$ cat src/rtl/clkswitch_sched.sv
// HS/LS CPU clock switch scheduler: drives the switcher select inputs.
// Optional handshake timeout with sticky sw_err: `define SWITCH_TIMEOUT_EN.
module clkswitch_sched #(
  parameter int HOLDOFF_CYC = 4,
  parameter int TIMEOUT_CYC = 64
) (
  input  logic       cpuclk_r,
  input  logic       rst_b,
  input  logic       slow_req,
  input  logic       hsclk_selected,
  input  logic       lsclk_selected,
  input  logic       cfg_wr,
  input  logic [2:0] cfg_wdata,
  output logic       hsclk_sel,
  output logic [1:0] cpuclk_div_sel,
  output logic       cpu_rdy,
  output logic [2:0] sched_state,
  output logic [7:0] switch_cnt,
  output logic       sw_err
);

  localparam int HW = (HOLDOFF_CYC > 0) ?
                      $clog2(HOLDOFF_CYC + 1) : 1;

  typedef enum logic [2:0] {
    LS_RUN  = 3'd0,
    HOLDOFF = 3'd1,
    REQ_HS  = 3'd2,
    HS_RUN  = 3'd3,
    REQ_LS  = 3'd4
  } st_t;

  st_t           state;
  st_t           state_nxt;
  logic          hs_en;
  logic [1:0]    div_pending;
  logic [HW-1:0] ho_cnt;
  logic          to_hit;

  assign sched_state = state;

`ifdef SWITCH_TIMEOUT_EN
  localparam int TW = $clog2(TIMEOUT_CYC + 1);

  logic [TW-1:0] to_cnt;
  logic          wait_ack;

  // A handshake is outstanding while the matching ack is absent
  always_comb begin
    wait_ack = ((state == REQ_HS) && !hsclk_selected) ||
               ((state == REQ_LS) && !lsclk_selected);
  end

  assign to_hit = wait_ack &&
                  (to_cnt == TW'(TIMEOUT_CYC - 1));

  // Handshake age, restarted on every state change
  always_ff @(posedge cpuclk_r or negedge rst_b) begin
    if (!rst_b)                  to_cnt <= '0;
    else if (state_nxt != state) to_cnt <= '0;
    else if (wait_ack)           to_cnt <= to_cnt + 1'b1;
  end

  // Sticky timeout flag, cleared by the next config write
  always_ff @(posedge cpuclk_r or negedge rst_b) begin
    if (!rst_b)      sw_err <= 1'b0;
    else if (to_hit) sw_err <= 1'b1;
    else if (cfg_wr) sw_err <= 1'b0;
  end
`else
  assign to_hit = 1'b0;
  assign sw_err = 1'b0;
`endif

  // State register
  always_ff @(posedge cpuclk_r or negedge rst_b) begin
    if (!rst_b) state <= LS_RUN;
    else        state <= state_nxt;
  end

  // Next-state decode; handshakes are never aborted
  always_comb begin
    state_nxt = state;
    unique case (state)
      LS_RUN:
        if (hs_en && !slow_req) state_nxt = HOLDOFF;
      HOLDOFF:
        if (slow_req)          state_nxt = HOLDOFF;
        else if (!hs_en)       state_nxt = LS_RUN;
        else if (ho_cnt == '0) state_nxt = REQ_HS;
      REQ_HS:
        if (hsclk_selected) state_nxt = HS_RUN;
      HS_RUN:
        if (slow_req || !hs_en) state_nxt = REQ_LS;
      REQ_LS:
        if (lsclk_selected) state_nxt = LS_RUN;
      default:
        state_nxt = LS_RUN;
    endcase
    if (to_hit) state_nxt = LS_RUN;
  end

  // Switcher select and CPU stall from current state
  always_comb begin
    hsclk_sel = 1'b0;
    cpu_rdy   = 1'b1;
    unique case (state)
      REQ_HS: begin
        hsclk_sel = 1'b1;
        cpu_rdy   = 1'b0;
      end
      HS_RUN: begin
        hsclk_sel = 1'b1;
        cpu_rdy   = !slow_req;
      end
      REQ_LS: cpu_rdy = 1'b0;
      default: ;
    endcase
  end

  // Anti-thrash holdoff: reload on host access, else count down
  always_ff @(posedge cpuclk_r or negedge rst_b) begin
    if (!rst_b)
      ho_cnt <= HW'(HOLDOFF_CYC);
    else if (state != HOLDOFF || slow_req)
      ho_cnt <= HW'(HOLDOFF_CYC);
    else if (ho_cnt != '0)
      ho_cnt <= ho_cnt - 1'b1;
  end

  // Config capture; a timeout drops back to LS-only operation
  always_ff @(posedge cpuclk_r or negedge rst_b) begin
    if (!rst_b) begin
      hs_en       <= 1'b0;
      div_pending <= 2'b11;
    end else begin
      if (cfg_wr) begin
        hs_en       <= cfg_wdata[2];
        div_pending <= cfg_wdata[1:0];
      end
      if (to_hit) hs_en <= 1'b0;
    end
  end

  // Divider only changes while the HS clock is not driving the CPU
  always_ff @(posedge cpuclk_r or negedge rst_b) begin
    if (!rst_b)
      cpuclk_div_sel <= 2'b11;
    else if ((state == LS_RUN || state == HOLDOFF) &&
             !hsclk_selected)
      cpuclk_div_sel <= div_pending;
  end

  // Completed LS->HS transitions, wrapping
  always_ff @(posedge cpuclk_r or negedge rst_b) begin
    if (!rst_b)
      switch_cnt <= 8'd0;
    else if (state == REQ_HS && hsclk_selected)
      switch_cnt <= switch_cnt + 8'd1;
  end

endmodule

$ cat config.mk
export PLATFORM = sky130hd
export DESIGN_NAME = clkswitch_sched
export DESIGN_NICKNAME = d
export VERILOG_FILES = /design/src/rtl/clkswitch_sched.sv
export SDC_FILE = /design/constraint.sdc
export NUM_CORES = 1
export LEC_CHECK = 0
export CORE_MARGIN = 5
export CORE_UTILIZATION = 50
export CTS_BUF_LIST = sky130_fd_sc_hd__clkbuf_16
export CTS_CLUSTER_SIZE = 12
export DETAILED_ROUTE_END_ITERATION = 10
export PLACE_DENSITY = 0.87
export SLEW_MARGIN = 20
export SYNTH_ARGS = -nofsm -noshare
export SYNTH_HDL_FRONTEND = slang
export SYNTH_SLANG_ARGS = --single-unit
$ cat constraint.sdc
create_clock -name cpuclk_r -period 3.1 [get_ports cpuclk_r]
set_clock_uncertainty 0.2 [all_clocks]
set_input_delay 0.465 -clock cpuclk_r [delete_from_list [all_inputs] [get_ports cpuclk_r]]
set_output_delay 0.465 -clock cpuclk_r [all_outputs]
set_load 0.03 [all_outputs]
### Word level (Yosys, flattened, before mapping)

Index checks and enable logic that the tools add are counted.

| storage, ports and cells | value |
|---|---|
| register bits after elaboration | 19 |
| input port bits | 9 |
| output and inout bits | 16 |
| word-level logic and storage cells | 46 |

| cells by class | value |
|---|---|
| add/sub/neg operators | 2 |
| eq/ne operators | 10 |
| mux-type cells | 12 |
| reductions and logical operators | 16 |

Operator list:

| kind | number |
|---|---|
| $mux W3 | 9 |
| $pmux W3 S5 | 1 |
| $add A8 B1 Y8 const B | 1 |
| $ne A2 B2 Y1 const B | 4 |
| $eq A3 B2 Y1 const B | 2 |
| $logic_not A3 Y1 | 2 |
| $reduce_and A5 Y1 | 1 |
| $ne A4 B4 Y1 const B | 1 |
| $reduce_or A2 Y1 | 2 |
| $eq A3 B1 Y1 const B | 1 |
| $eq A3 B3 Y1 const B | 1 |
| $logic_and A1 B1 Y1 | 3 |
| $logic_not A1 Y1 | 3 |
| $logic_or A1 B1 Y1 | 3 |
| $ne A3 B1 Y1 const B | 1 |
| $reduce_bool A3 Y1 | 1 |
| $sub A3 B1 Y3 const B | 1 |
| $pmux W1 S2 | 1 |
| $reduce_bool A2 Y1 | 1 |
| $mux W1 | 1 |

### Longest topological paths before layout

| depth | value |
|---|---|
| depth in word-level cells | 5 |
| mapped depth | 5 |
| gate-level depth less buffers | 5 |

### Least setup slack after synthesis

Ideal clock, no wire load.

| timing | value |
|---|---|
| path type | register to output |
| from | register state[1] (netlist: sched_state[1]) |
| to | output cpu_rdy |
| arrival | 1640 ps |
| path slack | 795 ps |
| cell stages (with the launch flop) | 4 |
| buffers on the path | 1 |
| cell sequence | dfrtp_1 > buf_2 > nor2b_1 > a21oi_1 |

| on the way | value |
|---|---|
| longest elaborated chain between the ends | 3 |
| elaborated cells on any way between the ends | 5 |
| those cells by class | eq/ne (3); mux (1); reduce/logical (1) |

RTL lines:

| what | line | source |
|---|---|---|
| start, declared | 33 | `st_t state;` |
| start signal, assigned | 78 | `else state <= state_nxt;` |
| $eq A3 B2 Y1 / $eq A3 B3 Y1 (equally long branches) | 107 | `unique case (state)` |
| $reduce_or A2 Y1 (no source line) | n/a |  |
| $pmux W1 S2 (*) | 107 |  |
| end, declared | 16 | `output logic cpu_rdy,` |

Mark *: on every way between the ends. The rest lies on a longest branch, timed or not.

### Worst setup path after layout

| timing | value |
|---|---|
| from | input slow_req |
| to | output cpu_rdy |

| on the way | value |
|---|---|
| longest elaborated chain between the ends | 2 |

RTL lines:

| what | line | source |
|---|---|---|
| start, declared | 9 | `input logic slow_req,` |
| $logic_not A1 Y1 | 114 | `cpu_rdy = !slow_req;` |
| $pmux W1 S2 | 107 |  |

No other way between the ends.

==> results.sh <==
export IMPL_portBuffers=23
export IMPL_setup_slack_ns=0.502
export IMPL_instances_no_fill=128
export IMPL_drt_iter0_drc=7
export IMPL_critPathKind="input pin to output pin"
export IMPL_die_height_um=53.1
export IMPL_clock_path_buffers=2
export IMPL_cpMostUsedCell="clkdlybuf4s50_1"
export IMPL_cts_tree="built"
export IMPL_synth_net_count=91
export IMPL_grt_pass1_vias=728
export IMPL_nFillCells=128
export IMPL_yosysTopAreaCell="dfrtp_1"
export IMPL_ys_ff_latch=19
export IMPL_clock_sinks=19
export IMPL_p_leak_uw=0.000529
export IMPL_gp_congestion=0.709
export IMPL_area_growth_pct=34.6
export IMPL_final_cell_mix="23 x clkdlybuf4s50_1, 14 x dfrtp_1, 7 x xnor2_1"
export IMPL_arrival_ns=1.93
export IMPL_htree_levels=1
export IMPL_postSynthAreaPerCell_um2=11.8
export IMPL_cts_resized=0
export IMPL_final_common_cell="clkdlybuf4s50_1"
export IMPL_yosys_area_top_type_share_pct=37.7
export IMPL_antenna_found_initial=0
export IMPL_setup_tns_ns=0
export IMPL_status="completed"
export IMPL_rows=15
export IMPL_p_total_uw=1170
export IMPL_drt_wl_total_um=1950
export IMPL_io_pins=25
export IMPL_synthCells=79
export IMPL_ctsHoldBuffers=0
export IMPL_cts_setup_buffers=0
export IMPL_yosysUniqueCellTypes=32
export IMPL_dp_slack_ns=0.500
export IMPL_start_util_pct=53.2
export IMPL_finish_utilization_pct=71.6
export IMPL_critPathRequiredTime_ns=2.43
export IMPL_cpMaxStageDelayCell="clkdlybuf4s50_1"
export IMPL_dp_hpwl_um=1470
export IMPL_tightest_slew_ns=0.834
export IMPL_drive_above_1_share_pct=17.5
export IMPL_fmax_mhz=385
export IMPL_hold_viol=0
export IMPL_startpoint_type="input pin"
export IMPL_synthTopCellsByArea="dfrtp_1 38%, dfstp_2 14%, xnor2_1 6.6%"
export IMPL_setup_viol=0
export IMPL_antenna_cells=0
export IMPL_rsz0062_at_grt="false"
export IMPL_ant_nets=0
export IMPL_dp_cells=124
export IMPL_routed_via_density=5.11
export IMPL_end_kind="output pin"
export IMPL_routedWlPerCell_um=15.2
export IMPL_coreArea_um2=1750
export IMPL_maxSlewHeadroom_pct=44.2
export IMPL_cts_root_buffer="clkbuf_16"
export IMPL_min_period_over_period_pct=83.8
export IMPL_critPathBufInv=2
export IMPL_firstDrtPassIters=4
export IMPL_cts_buffers_inserted=3
export IMPL_powerDensity_nw_per_um2=933
export IMPL_maxCapViolCount=0
export IMPL_period_minus_slack_ns=2.60
export IMPL_hold_class="register to register"
export IMPL_slowest_delay_ns=0.68
export IMPL_path_clk_slew_ns=0.05
export IMPL_vias=654
export IMPL_die_area_um2=2820
export IMPL_crit_family="buffers and inverters"
export IMPL_fp_dieW_um=53.1
export IMPL_slew_violations=0
export IMPL_clock_latency_ns=0.25
export IMPL_track_usage_pct=16.9
export IMPL_syn_cell_area_um2=928
export IMPL_grt_overflow_total=0
export IMPL_route_detailed_drc=0
export IMPL_synth_warnings=0
export IMPL_crit_fanout=4
export IMPL_grt_max_degree=20
export IMPL_peakVddDrop_mv=0.565
export IMPL_fin_nets=116
export IMPL_path_cells="clkdlybuf4s50_1, nand2b_2, a21oi_1, clkdlybuf4s50_1"
export IMPL_grt_first_pass_wirelength_um=3320
export IMPL_yosysSeqAreaShare_pct=51.9
==> stage by stage <==
step	hold slack, ns	instance area, um2
6_report	0.271	1250
5_1_grt	0.299	1250
4_1_cts	0.279	1250
3_5_place_dp	0.272	1170
3_3_place_gp	0.262	1170
2_1_floorplan	-0.0306	928
==> where the power goes <==
group / total (uW) / internal (uW) / switching (uW)
combinational: 490 / 228 / 262
sequential: 412 / 329 / 83.1
clock: 263 / 173 / 90.7
total: 1170 / 730 / 436
==> synthesized netlist by cell type (all sizes together) <==
| cell | count |
|---|---|
| ha | 3 |
| o31ai | 1 |
| nor3 | 1 |
| inv | 4 |
| nand3 | 4 |
| nor2 | 6 |
| a211o | 1 |
| nand2 | 1 |
| buf | 3 |
| and4bb | 1 |
| dfrtp | 14 |
| or3 | 1 |
| and2 | 2 |
| xnor2 | 7 |
| dfstp | 5 |
| nor2b | 1 |
| conb | 1 |
| a211oi | 2 |
| o41ai | 1 |
| nand4 | 2 |
| or3b | 1 |
| a21oi | 2 |
| nand2b | 5 |
| mux2 | 6 |
| xor2 | 1 |
| a31oi | 1 |
| a221o | 1 |
| and4 | 1 |
==> kinds of logic (layout without fill, tap and decap cells) <==
logic type                 after synthesis  count (layout)  share of synthesized area, %
adders and majority gates                3               3                          4.04
buffers and inverters                    7              31                          3.77
other                                    1               1                         0.404
DFF                                     19              19                          51.9
muxes                                    6               6                          7.68
xor gates and xnor gates                 8               8                          7.55
AOI/OAI and AO/OA                        9               9                          7.68
and+or+nand+nor                         26              26                          17.0
==> worst register-to-register path, cell delays in order (launching register included) <==
cell      delay (ns)
dfrtp_1         0.48
and4bb_1        0.53
nand3_1         0.17
xnor2_1         0.17
==> area by class of cell <==
cell class	instances	area (um2)	share of cell area, %
sequential	19	482	38.5
clock inverter	1	5.00	0.400
multi-input combinational	53	412	32.9
tap	25	31.3	2.50
timing repair buffer	23	230	18.4
inverter	4	15.0	1.20
clock buffer	3	75.1	6.01
==> state kept, by name, indices dropped and copies added, names as in the netlist <==
name	flops
sched_state	3
hs_en	1
div_pending	2
switch_cnt	8
cpuclk_div_sel	2
ho_cnt	3
==> layer usage <==
metal | GRT usage [%] | vias up | routed length (um)
met5 | 0 | - | 0
met4 | 10.2 | 0 | 59
met3 | 3.94 | 7 | 48
met2 | 28.7 | 11 | 1020
met1 | 19.0 | 316 | 821
li1 | - | 320 | -
==> final timing paths <==
path                                     start             end  slack [ns]  cells past startpoint
worst min register to register   switch_cnt[7]   switch_cnt[7]        0.27                      1
worst max register to register  sched_state[2]   switch_cnt[3]        1.43                      3
max in group asynchronous                rst_b   switch_cnt[4]        1.69                      1
worst max-delay path                  slow_req         cpu_rdy        0.50                      4
worst min-delay path             switch_cnt[7]   switch_cnt[7]        0.27                      1
min in group asynchronous                rst_b  sched_state[1]        0.50                      1
(Power assumes the default switching activity.)
